==> config.mk <==
export PLATFORM = sky130hd
export DESIGN_NAME = risc_controller
export DESIGN_NICKNAME = d
export VERILOG_FILES = /design/src/rtl/risc_controller.sv
export SDC_FILE = /design/constraint.sdc
export NUM_CORES = 1
export LEC_CHECK = 0
export ABC_AREA = 1
export CAP_MARGIN = 20
export CORE_MARGIN = 5
export CORE_UTILIZATION = 51
export CTS_BUF_LIST = sky130_fd_sc_hd__clkbuf_4 sky130_fd_sc_hd__clkbuf_8
export CTS_CLUSTER_DIAMETER = 40
export DETAILED_ROUTE_END_ITERATION = 16
export PLACE_DENSITY = 0.87
export SLEW_MARGIN = 15
export SYNTH_ARGS = -nofsm -noshare
export SYNTH_HDL_FRONTEND = slang
export SYNTH_SLANG_ARGS = --single-unit
==> constraint.sdc <==
create_clock -name clk -period 3.5 [get_ports clk]
set_clock_uncertainty 0.05 [all_clocks]
set_input_delay 0.525 -clock clk [delete_from_list [all_inputs] [get_ports clk]]
set_output_delay 0.525 -clock clk [all_outputs]
set_load 0.05 [all_outputs]
==> src/rtl/risc_controller.sv <==
// risc_controller: multi-cycle control FSM issuing ALUop, operand-select and
// register-file controls for the 16-bit ALU datapath, one instruction per start.
module risc_controller (
  input  logic        clk,
  input  logic        reset,
  input  logic        s,
  input  logic [15:0] in,
  output logic        w,
  output logic [2:0]  readnum,
  output logic [2:0]  writenum,
  output logic        write,
  output logic        loada,
  output logic        loadb,
  output logic        loadc,
  output logic        loads,
  output logic        asel,
  output logic        bsel,
  output logic        vsel,
  output logic [1:0]  ALUop,
  output logic [1:0]  shift,
  output logic [15:0] sximm8,
  output logic        err
);

  localparam int unsigned DW = 16;
  localparam int unsigned RW = 3;
  localparam int unsigned OW = 2;

  typedef enum logic [2:0] {
    S_WAIT, S_DECODE, S_GETA, S_GETB, S_EXEC, S_WRITE, S_WRITEIMM
  } state_t;

  typedef enum logic [2:0] {
    K_MOVI, K_MOVR, K_ADD, K_CMP, K_AND, K_MVN, K_ILL
  } kind_t;

  // Instruction class from {opc, op}
  function automatic kind_t classify(input logic [4:0] key);
    kind_t k;
    k = K_ILL;
    case (key)
      5'b110_10: k = K_MOVI;
      5'b110_00: k = K_MOVR;
      5'b101_00: k = K_ADD;
      5'b101_01: k = K_CMP;
      5'b101_10: k = K_AND;
      5'b101_11: k = K_MVN;
      default:   k = K_ILL;
    endcase
    return k;
  endfunction

  state_t        state, state_d;
  logic [DW-1:0] instr, instr_d;
  kind_t         kind, kind_d;

  logic          w_d, write_d, loada_d, loadb_d, loadc_d, loads_d;
  logic          asel_d, vsel_d, err_d;
  logic [RW-1:0] readnum_d, writenum_d;
  logic [OW-1:0] aluop_d, shift_d;

  assign kind   = classify(instr[15:11]);
  assign kind_d = classify(instr_d[15:11]);

  // Next state, instruction capture, and the Moore outputs of the next state
  always_comb begin
    state_d    = state;
    instr_d    = instr;
    err_d      = 1'b0;
    w_d        = 1'b0;
    readnum_d  = '0;
    writenum_d = '0;
    write_d    = 1'b0;
    loada_d    = 1'b0;
    loadb_d    = 1'b0;
    loadc_d    = 1'b0;
    loads_d    = 1'b0;
    asel_d     = 1'b0;
    vsel_d     = 1'b0;
    aluop_d    = '0;
    shift_d    = '0;

    case (state)
      S_WAIT: begin
        if (s) begin
          state_d = S_DECODE;
          instr_d = in;
          // err is visible during DECODE, so it is decided at acceptance
          err_d   = (classify(in[15:11]) == K_ILL);
        end
      end
      S_DECODE: begin
        case (kind)
          K_MOVI:              state_d = S_WRITEIMM;
          K_ADD, K_CMP, K_AND: state_d = S_GETA;
          K_MOVR, K_MVN:       state_d = S_GETB;
          default:             state_d = S_WAIT;
        endcase
      end
      S_GETA:  state_d = S_GETB;
      S_GETB:  state_d = S_EXEC;
      S_EXEC:  state_d = (kind == K_CMP) ? S_WAIT : S_WRITE;
      default: state_d = S_WAIT;
    endcase

    w_d = (state_d == S_WAIT);
    case (state_d)
      S_GETA: begin
        readnum_d = instr_d[10:8];
        loada_d   = 1'b1;
      end
      S_GETB: begin
        readnum_d = instr_d[2:0];
        loadb_d   = 1'b1;
      end
      S_EXEC: begin
        shift_d = instr_d[4:3];
        loadc_d = 1'b1;
        case (kind_d)
          K_ADD, K_AND: aluop_d = instr_d[12:11];
          K_CMP: begin
            aluop_d = 2'b01;
            loads_d = 1'b1;
            loadc_d = 1'b0;
          end
          K_MVN: begin
            aluop_d = 2'b11;
            asel_d  = 1'b1;
          end
          K_MOVR: begin
            aluop_d = 2'b00;
            asel_d  = 1'b1;
          end
          default: ;
        endcase
      end
      S_WRITE: begin
        writenum_d = instr_d[7:5];
        write_d    = 1'b1;
      end
      S_WRITEIMM: begin
        writenum_d = instr_d[10:8];
        vsel_d     = 1'b1;
        write_d    = 1'b1;
      end
      default: ;
    endcase
  end

  // State, instruction register and registered outputs; reset aborts to WAIT
  always_ff @(posedge clk or posedge reset) begin
    if (reset) begin
      state    <= S_WAIT;
      instr    <= '0;
      w        <= 1'b1;
      readnum  <= '0;
      writenum <= '0;
      write    <= 1'b0;
      loada    <= 1'b0;
      loadb    <= 1'b0;
      loadc    <= 1'b0;
      loads    <= 1'b0;
      asel     <= 1'b0;
      vsel     <= 1'b0;
      ALUop    <= '0;
      shift    <= '0;
      err      <= 1'b0;
    end else begin
      state    <= state_d;
      instr    <= instr_d;
      w        <= w_d;
      readnum  <= readnum_d;
      writenum <= writenum_d;
      write    <= write_d;
      loada    <= loada_d;
      loadb    <= loadb_d;
      loadc    <= loadc_d;
      loads    <= loads_d;
      asel     <= asel_d;
      vsel     <= vsel_d;
      ALUop    <= aluop_d;
      shift    <= shift_d;
      err      <= err_d;
    end
  end

  assign sximm8 = {{8{instr[7]}}, instr[7:0]};
  assign bsel   = 1'b0;

endmodule

After elaboration in Yosys (flattened, before gate mapping)
Cells that the tools add are included.
{ "totals": {"ff_bits": 38, "input_bits": 19, "wordCells": 89} }
{ "classes": {"eq_ne": 38, "muxes": 28, "n_reduce_logical": 8} }
{ "ops": {"columns": ["cell", "n"], "rows": [
  ["$eq A5 B5 Y1 const B", 18],
  ["$pmux W3 S6", 3],
  ["$mux W16", 2],
  ["$eq A3 B3 Y1 const B", 9],
  ["$eq A3 B2 Y1 const B", 8],
  ["$pmux W3 S5", 1],
  ["$mux W1", 12],
  ["$mux W3", 4],
  ["$pmux W3 S2", 2],
  ["$eq A3 B1 Y1 const B", 3],
  ["$logic_not A3 Y1", 3],
  ["$pmux W3 S3", 1],
  ["$reduce_or A2 Y1", 4],
  ["$pmux W2 S3", 1],
  ["$mux W2", 2],
  ["$reduce_or A3 Y1", 1]
]} }

Longest topological paths before layout
Gate-level depths: netlist of the first run.
{ "logic_depth": {"word_depth": 9, "depth_mapped": 11} }

Least setup slack after synthesis of the first run
OpenSTA, ideal clock, no wires.
{ "synth_timing": {"kind": "input port to flip-flop", "startpoint": "in s", "endpoint": "reg writenum[0]", "setup_ns": 0.121, "arrival_time_ns": 1.281, "slack_ns": 2.048, "cell_stages": 7, "path_cell_list": "inv_1 -> nor2_4 -> nand2_4 -> buf_2 -> nand2_1 -> nand2_1 -> a22o_1"} }
{ "synth_lines": {"columns": ["item", "line", "text"], "rows": [
  ["from (decl)", "6", "input logic s,"],
  ["$mux W16", "85", "if (s) begin"],
  ["$mux W16", "83", "case (state)"],
  ["named net instr_d[5]", "54", "logic [DW-1:0] instr, instr_d;"],
  ["$pmux W3 S2", "107", "case (state_d)"],
  ["named net writenum_d[0]", "59", "logic [RW-1:0] readnum_d, writenum_d;"],
  ["to (signal assigned)", "173", "writenum <= writenum_d;"],
  ["to (decl)", "10", "output logic [2:0] writenum,"]
]} }
The timed path passes the listed nets, and every way through them passes these cells.

Worst setup path after layout of the first run
{ "layout_timing": {"startpoint": "reg instr[7]", "endpoint": "out sximm8[7]"} }
{ "layout_lines": {"columns": ["item", "line", "text"], "rows": [
  ["from (decl)", "54", null],
  ["from (signal assigned)", "170", "instr <= instr_d;"],
  ["to (decl)", "21", "output logic [15:0] sximm8,"]
]} }
No word-level cell between the ends.

==> summary.md, run 1 <==
| Metric | Value |
|---|---|
| F_max | `approximately 440 MHz` |
| Area delta synth->final | `29.3%` |
| Worst path required time | `2920 ps` |
| H-tree depth | `2` |
| Syn Nets | `224` |
| Routed vias | `1,401` |
| Post-DP HPWL | `2810 um` |
| Crit share post-route | `65.0%` |
| CP top delay family | `buffers and inverters` |
| Antenna Cells | `0` |
| Antenna violation net count after detailed routing | `0` |
| Largest net degree at the start of global routing | `39` |
| Chip height | `68.7 um` |
| Skew-Pair Late Insertion Delay | `340 ps` |
| Mapped Avg Cell Area | `8.58 um^2` |
| Setup WS post-layout | `1230 ps` |
| Slew of the pin with the lowest slew margin | `529 ps` |
| Starting Density | `52.7%` |
| Min cycle time layout | `2270 ps` |
| Peak supply drop | `0.360 mV` |
| Clk slew on worst S/H paths | `around 100 ps` |
| DP Worst Slack | `1300 ps` |
| Post-synth cell types | `23` |
| Layout Utilization | `between 60% and 70%` |
| Tot Pwr | `0.00232 W` |
| Drt drc | `0` |
| Outcome | `finished clean` |
| Clk sinks | `38` |
| Ports | `between 50 and 60` |
| Worst Hold Class | `reg2reg` |
| Worst EP arrival | `~1700 ps` |
| Hold Buf Count CTS | `0` |
| Critical path fanouts, max | `10` |
| Reg2reg setup slack | `1830 ps` |
| Die width | `68.7 um` |
| Slew Limit Fails | `0` |
| Register bit total from synthesis | `38` |
| Initial antenna violation count | `0` |
| Worst hold slack | `465 ps` |
| Final Wtd Congestion | `slightly below 0.9` |
| WL per Instance | `12.4 um` |
| PwrDens | `1020 nW/um^2` |
| Startpoint types | `flip-flop` |
| Number of port buffers | `53` |
| Drt initial violations | `around 100` |
| Max incr delay on CP | `860 ps` |
| RSZ-0062 raised after global routing | `false` |
| Clock Path Buffers | `2` |
| Setup violations, final | `0` |
| Rows | `21` |
| Number of global-route vias before repair | `1,351` |
| Max-cap viol count | `0` |
| Clock root cell | `clkbuf_4` |
| Worst slew margin | `about 65%` |
| Kind of critical path | `reg2out` |
| Post-CTS sizing | `0` |
| Sequential share of the synthesized area | `between 50 and 60%` |
| First-pass GRT wire length | `between 6000 and 7000 um` |
| Die area | `4720 um^2` |
| Setup TNS | `0 ps` |
| Layout cell share with drive strength beyond 1 | `9.27%` |
| Final WL | `between 3000 and 4000 um` |
| Gate Count Post-Synth | `205` |
| Synth warn | `0` |
| Worst Setup End Kind | `primary output` |
| CP bufs+invs | `1` |
| Post-CTS setup buffers | `0` |
| Critical-path cell list | `clkdlybuf4s50_1` |
| Core footprint | `3340 um^2` |
| CTS Buf Count | `5` |
| Grt ovf | `0` |
| Final hold violations | `0` |
| GRT Util Overall | `17.7%` |
| Mapped cell area | `1760 um^2` |
| CTS tree | `built` |
| Critical path's slowest cell | `clkdlybuf4s50_1` |
| Initial DRT Pass Iterations | `4` |
| Via-to-Cell Ratio | `4.77` |
| Leak | `~1.2 nW` |
| # nets final | `approximately 270` |
[where the power goes]
part,switching [W],internal [W],leakage (nW)
Clock,0.000133,0.000105,0.0387
Combinational,0.000962,0.000416,0.680
Sequential,0.0000995,0.000600,0.492
Total,0.00119,0.00112,1.21
[state kept, by name, summed over array words and instances (netlist names)]
name,cells
state,3
loadc,1
w,1
vsel,1
instr,16
err,1
asel,1
write,1
loada,1
writenum,3
shift,2
readnum,3
ALUop,2
loads,1
loadb,1
[synthesized netlist by cell type]
library cell	instances	area (um^2)
nand2_1	64	240
dfrtp_1	37	926
inv_1	29	109
buf_4	17	128
nor2_1	16	60.1
nand3_1	11	55.1
nand2_2	6	37.5
nand4_1	4	25.0
a22o_1	3	26.3
nor2_4	3	33.8
nor3_1	3	15.0
a21oi_1	1	5.00
buf_2	1	5.00
buf_6	1	11.3
conb_1	1	3.75
dfstp_2	1	26.3
inv_2	1	3.75
nand2_4	1	11.3
nand3b_1	1	7.51
nor2_2	1	6.26
o21ai_0	1	5.00
o21ai_2	1	8.76
o221ai_1	1	8.76
[worst reg2reg max path, cell delays in order (launching register included)]
cell	delay, ps
dfrtp_1	460
nor2_4	190
nand2_4	170
inv_2	240
nand2_2	80
nand2_2	100
nor2_1	60
nand2_1	90
nand2_1	60
nand2_1	50
nor2_1	30
[final cells by class]
| class | count | area (um^2) |
|---|---|---|
| clock inverter | 1 | 5.00 |
| tap | 46 | 57.6 |
| multi-input combinational | 118 | 549 |
| fill | 276 | 1060 |
| sequential | 38 | 952 |
| inverter | 30 | 113 |
| clock buffer | 7 | 58.8 |
| timing repair buffer | 54 | 538 |
[layer usage]
metal	GRT usage [%]	routed length, um
met1	20.8	1490
met2	28.6	1760
met3	5.35	235
met4	10.5	161
met5	0	0
[logic make-up after synthesis]
group / count (synthesis) / synth area share [%]
AND/OR/NAND/NOR: 110 / 28.0
buffers and inverters: 49 / 14.6
flip-flops: 38 / 54.2
AO/OA/AOI/OAI: 7 / 3.06
other: 1 / 0.213
[metrics by stage]
| step | cell area, um^2 | cells |
|---|---|---|
| 3_3_place_gp | 2210 | 286 |
| 2_1_floorplan | 1760 | 205 |
| 5_1_grt | 2270 | 294 |
| 4_1_cts | 2270 | 294 |
| 3_5_place_dp | 2210 | 286 |
| 6_report | 2270 | 294 |
[path summary, 6_finish.rpt]
| check | cells past startpoint | end | from |
|---|---|---|---|
| setup / recovery | 1 | sximm8[7] | instr[7] |
| hold / removal | 2 | instr[5] | instr[5] |
| setup reg to reg | 10 | asel | state[2] |
| hold reg to reg | 2 | instr[5] | instr[5] |
| max in group asynchronous | 3 | w | reset |
| min in group asynchronous | 3 | instr[9] | reset |
[placed cells by master, fill, tap and decap left out, drive strengths merged, types with 2 or more instances in the layout]
cell	count
a22o	3
clkbuf	7
clkdlybuf4s50	53
dfrtp	37
inv	30
nand2	71
nand3	11
nand4	4
nor2	20
nor3	3
o21ai	2
(Power assumes the default switching activity.)
==> inputs of run 2 (changes only) <==
--- a/config.mk
+++ b/config.mk
@@ -8,11 +8,11 @@
 export ABC_AREA = 1
 export CAP_MARGIN = 20
 export CORE_MARGIN = 5
-export CORE_UTILIZATION = 51
+export CORE_UTILIZATION = 48
 export CTS_BUF_LIST = sky130_fd_sc_hd__clkbuf_4 sky130_fd_sc_hd__clkbuf_8
 export CTS_CLUSTER_DIAMETER = 40
 export DETAILED_ROUTE_END_ITERATION = 16
-export PLACE_DENSITY = 0.87
+export PLACE_DENSITY = 0.82
 export SLEW_MARGIN = 15
 export SYNTH_ARGS = -nofsm -noshare
 export SYNTH_HDL_FRONTEND = slang
==> constraint.sdc (replaced) <==
create_clock -name clk -period 2.1 [get_ports clk]
set_clock_uncertainty 0.05 [all_clocks]
set_input_delay 0.315 -clock clk [delete_from_list [all_inputs] [get_ports clk]]
set_output_delay 0.315 -clock clk [all_outputs]
set_load 0.05 [all_outputs]
==> run 2 against run 1 <==
Net effect: global-route usage down 2.8 points; power up 73%; highest routed layer unchanged; largest power group unchanged; first-iteration DRC count up 20%; largest cell class unchanged; utilization down 3.8 points.
==> summary.md, run 2 (synthesis results as in run 1) <==
| Metric | Value |
|---|---|
| Commonest non-fill, non-tap cells in the layout | `nand2_1, clkdlybuf4s50_1, dfrtp_1` |
| Worst path required time | `~1700 ps` |
| Clk slew on worst S/H paths | `70 ps` |
| DP Worst Slack | `173 ps` |
| Skew-Pair Late Insertion Delay | `290 ps` |
| Clock Path Buffers | `2` |
| Chip height | `70.5 um` |
| Worst EP arrival | `about 1600 ps` |
| Met3 GRT Util | `between 5 and 6%` |
| Slew Limit Fails | `0` |
| Crit share post-route | `between 90% and 100%` |
| Placed Area | `2220 um^2` |
| Worst hold slack | `383 ps` |
| Number of port buffers | `53` |
| Largest register by flop count | `instr` |
| Drt initial violations | `125` |
| Final Instance Area | `2320 um^2` |
| Max-cap viol count | `0` |
| Number of global-route vias before repair | `1,320` |
| Kind of critical path | `reg2out` |
| Leak | `1.25 nW` |
| Critical-path cell list | `clkdlybuf4s50_1` |
| Setup TNS | `0 ps` |
| CTS tree | `built` |
| F_max | `499 MHz` |
| Layout cell share with drive strength beyond 1 | `9.64%` |
| Post-DP HPWL | `~2800 um` |
| Peak supply drop | `about 0.59 mV` |
| CP bufs+invs | `1` |
| Max incr delay on CP | `860 ps` |
| Clk sinks | `38` |
| Die width | `70.5 um` |
| GRT Util Overall | `between 10 and 15%` |
| Final hold violations | `0` |
| Antenna Cells | `0` |
| Die area | `just under 5000 um^2` |
| Area delta synth->final | `32.0%` |
| Reg-to-Reg Start | `state[1]` |
| Critical R2R Capture | `readnum[1]` |
| Slew of the pin with the lowest slew margin | `519 ps` |
| Via-to-Cell Ratio | `around 4.7` |
| PwrDens | `1720 nW/um^2` |
| Initial DRT Pass Iterations | `4` |
| Post-CTS setup buffers | `0` |
| WL per Instance | `12.4 um` |
| Initial antenna violation count | `0` |
| Outcome | `finished clean` |
| Worst r2r path cells | `8` |
| Fill count | `~300` |
| Starting Density | `48.8%` |
| GR Util met1 | `17.8%` |
| Drt drc | `0` |
| RSZ-0062 raised after global routing | `false` |
| Worst Setup End Kind | `primary output` |
| Number of flip-flops in the largest register | `16` |
| Antenna violation net count after detailed routing | `0` |
| Post-CTS sizing | `0` |
| Final Wtd Congestion | `0.924` |
| Rows | `22` |
| Critical path's slowest cell | `clkdlybuf4s50_1` |
| Startpoint types | `flip-flop` |
| Worst Hold Class | `in2async` |
| Clock root cell | `clkbuf_8` |
| # nets final | `~270` |
| Critical path fanouts, max | `10` |
| Core footprint | `3610 um^2` |
| Gr busiest metal | `met2` |
| Setup WS post-layout | `roughly 96 ps` |
| Ports | `55` |
| Reg2reg setup slack | `530 ps` |
| Final WL | `around 3700 um` |
| CTS Buf Count | `5` |
| Met2 Track Usage GR | `24.8%` |
| Largest net degree at the start of global routing | `39` |
| Setup violations, final | `0` |
| First-pass GRT wire length | `~5900 um` |
| Most common cell after layout, fill and taps aside | `nand2_1` |
| CP top delay family | `buffers and inverters` |
| Min cycle time layout | `2000 ps` |
| Hold Buf Count CTS | `0` |
| Grt ovf | `0` |
| Routed vias | `~1,400` |
| Worst slew margin | `between 60% and 70%` |
| H-tree depth | `2` |
## run 2: cell types whose count changed in the layout (fill, tap and decap cells not counted)
cell,previous run,this run
clkinvlp_4,0,1
clkdlybuf4s50_1,53,51
buf_4,1,2
clkbuf_4,6,0
clkbuf_8,1,6
dlymetal6s2s_1,0,2
## run 2: cell type report
class | count | area [um^2] | area share (%)
flip-flops and latches | 38 | 952 | 41.0
clock inverters | 2 | 12.5 | 0.539
repair buffers | 55 | 551 | 23.7
well taps | 48 | 60.1 | 2.59
multi-input cells | 118 | 549 | 23.7
inverters | 30 | 113 | 4.85
clock buffers | 6 | 82.6 | 3.56
## run 2: metrics by stage
step,power (W),utilization (%),cells
2_1_floorplan,0.00301,-,205
3_3_place_gp,0.00344,61.6,289
3_5_place_dp,0.00349,61.6,289
4_1_cts,0.00402,64.2,297
5_1_grt,0.00422,64.3,297
6_report,0.00400,64.3,297
## run 2: how the worst max path moves through the flow
stage	start	to	slack (ps)	cells past startpoint
floorplan	state[1]	writenum[0]	770	6
global placement	s	asel	250	12
detailed placement	s	readnum[1]	170	10
CTS	instr[7]	sximm8[7]	60	1
global route	instr[7]	sximm8[10]	5	1
finish	instr[7]	sximm8[8]	100	1
## run 2: report_power, final
group	switching, W	total (W)	internal (W)	leakage, nW
Sequential	0.000163	0.00117	0.00100	0.492
Combinational	0.00162	0.00232	0.000703	0.709
Clock	0.000249	0.000512	0.000264	0.0472
## run 2: layer usage
metal	share of wire, %	vias to the layer above
met5	0	-
met4	1.8	0
met3	6.9	9
met2	50	41
met1	41	659
li1	-	695
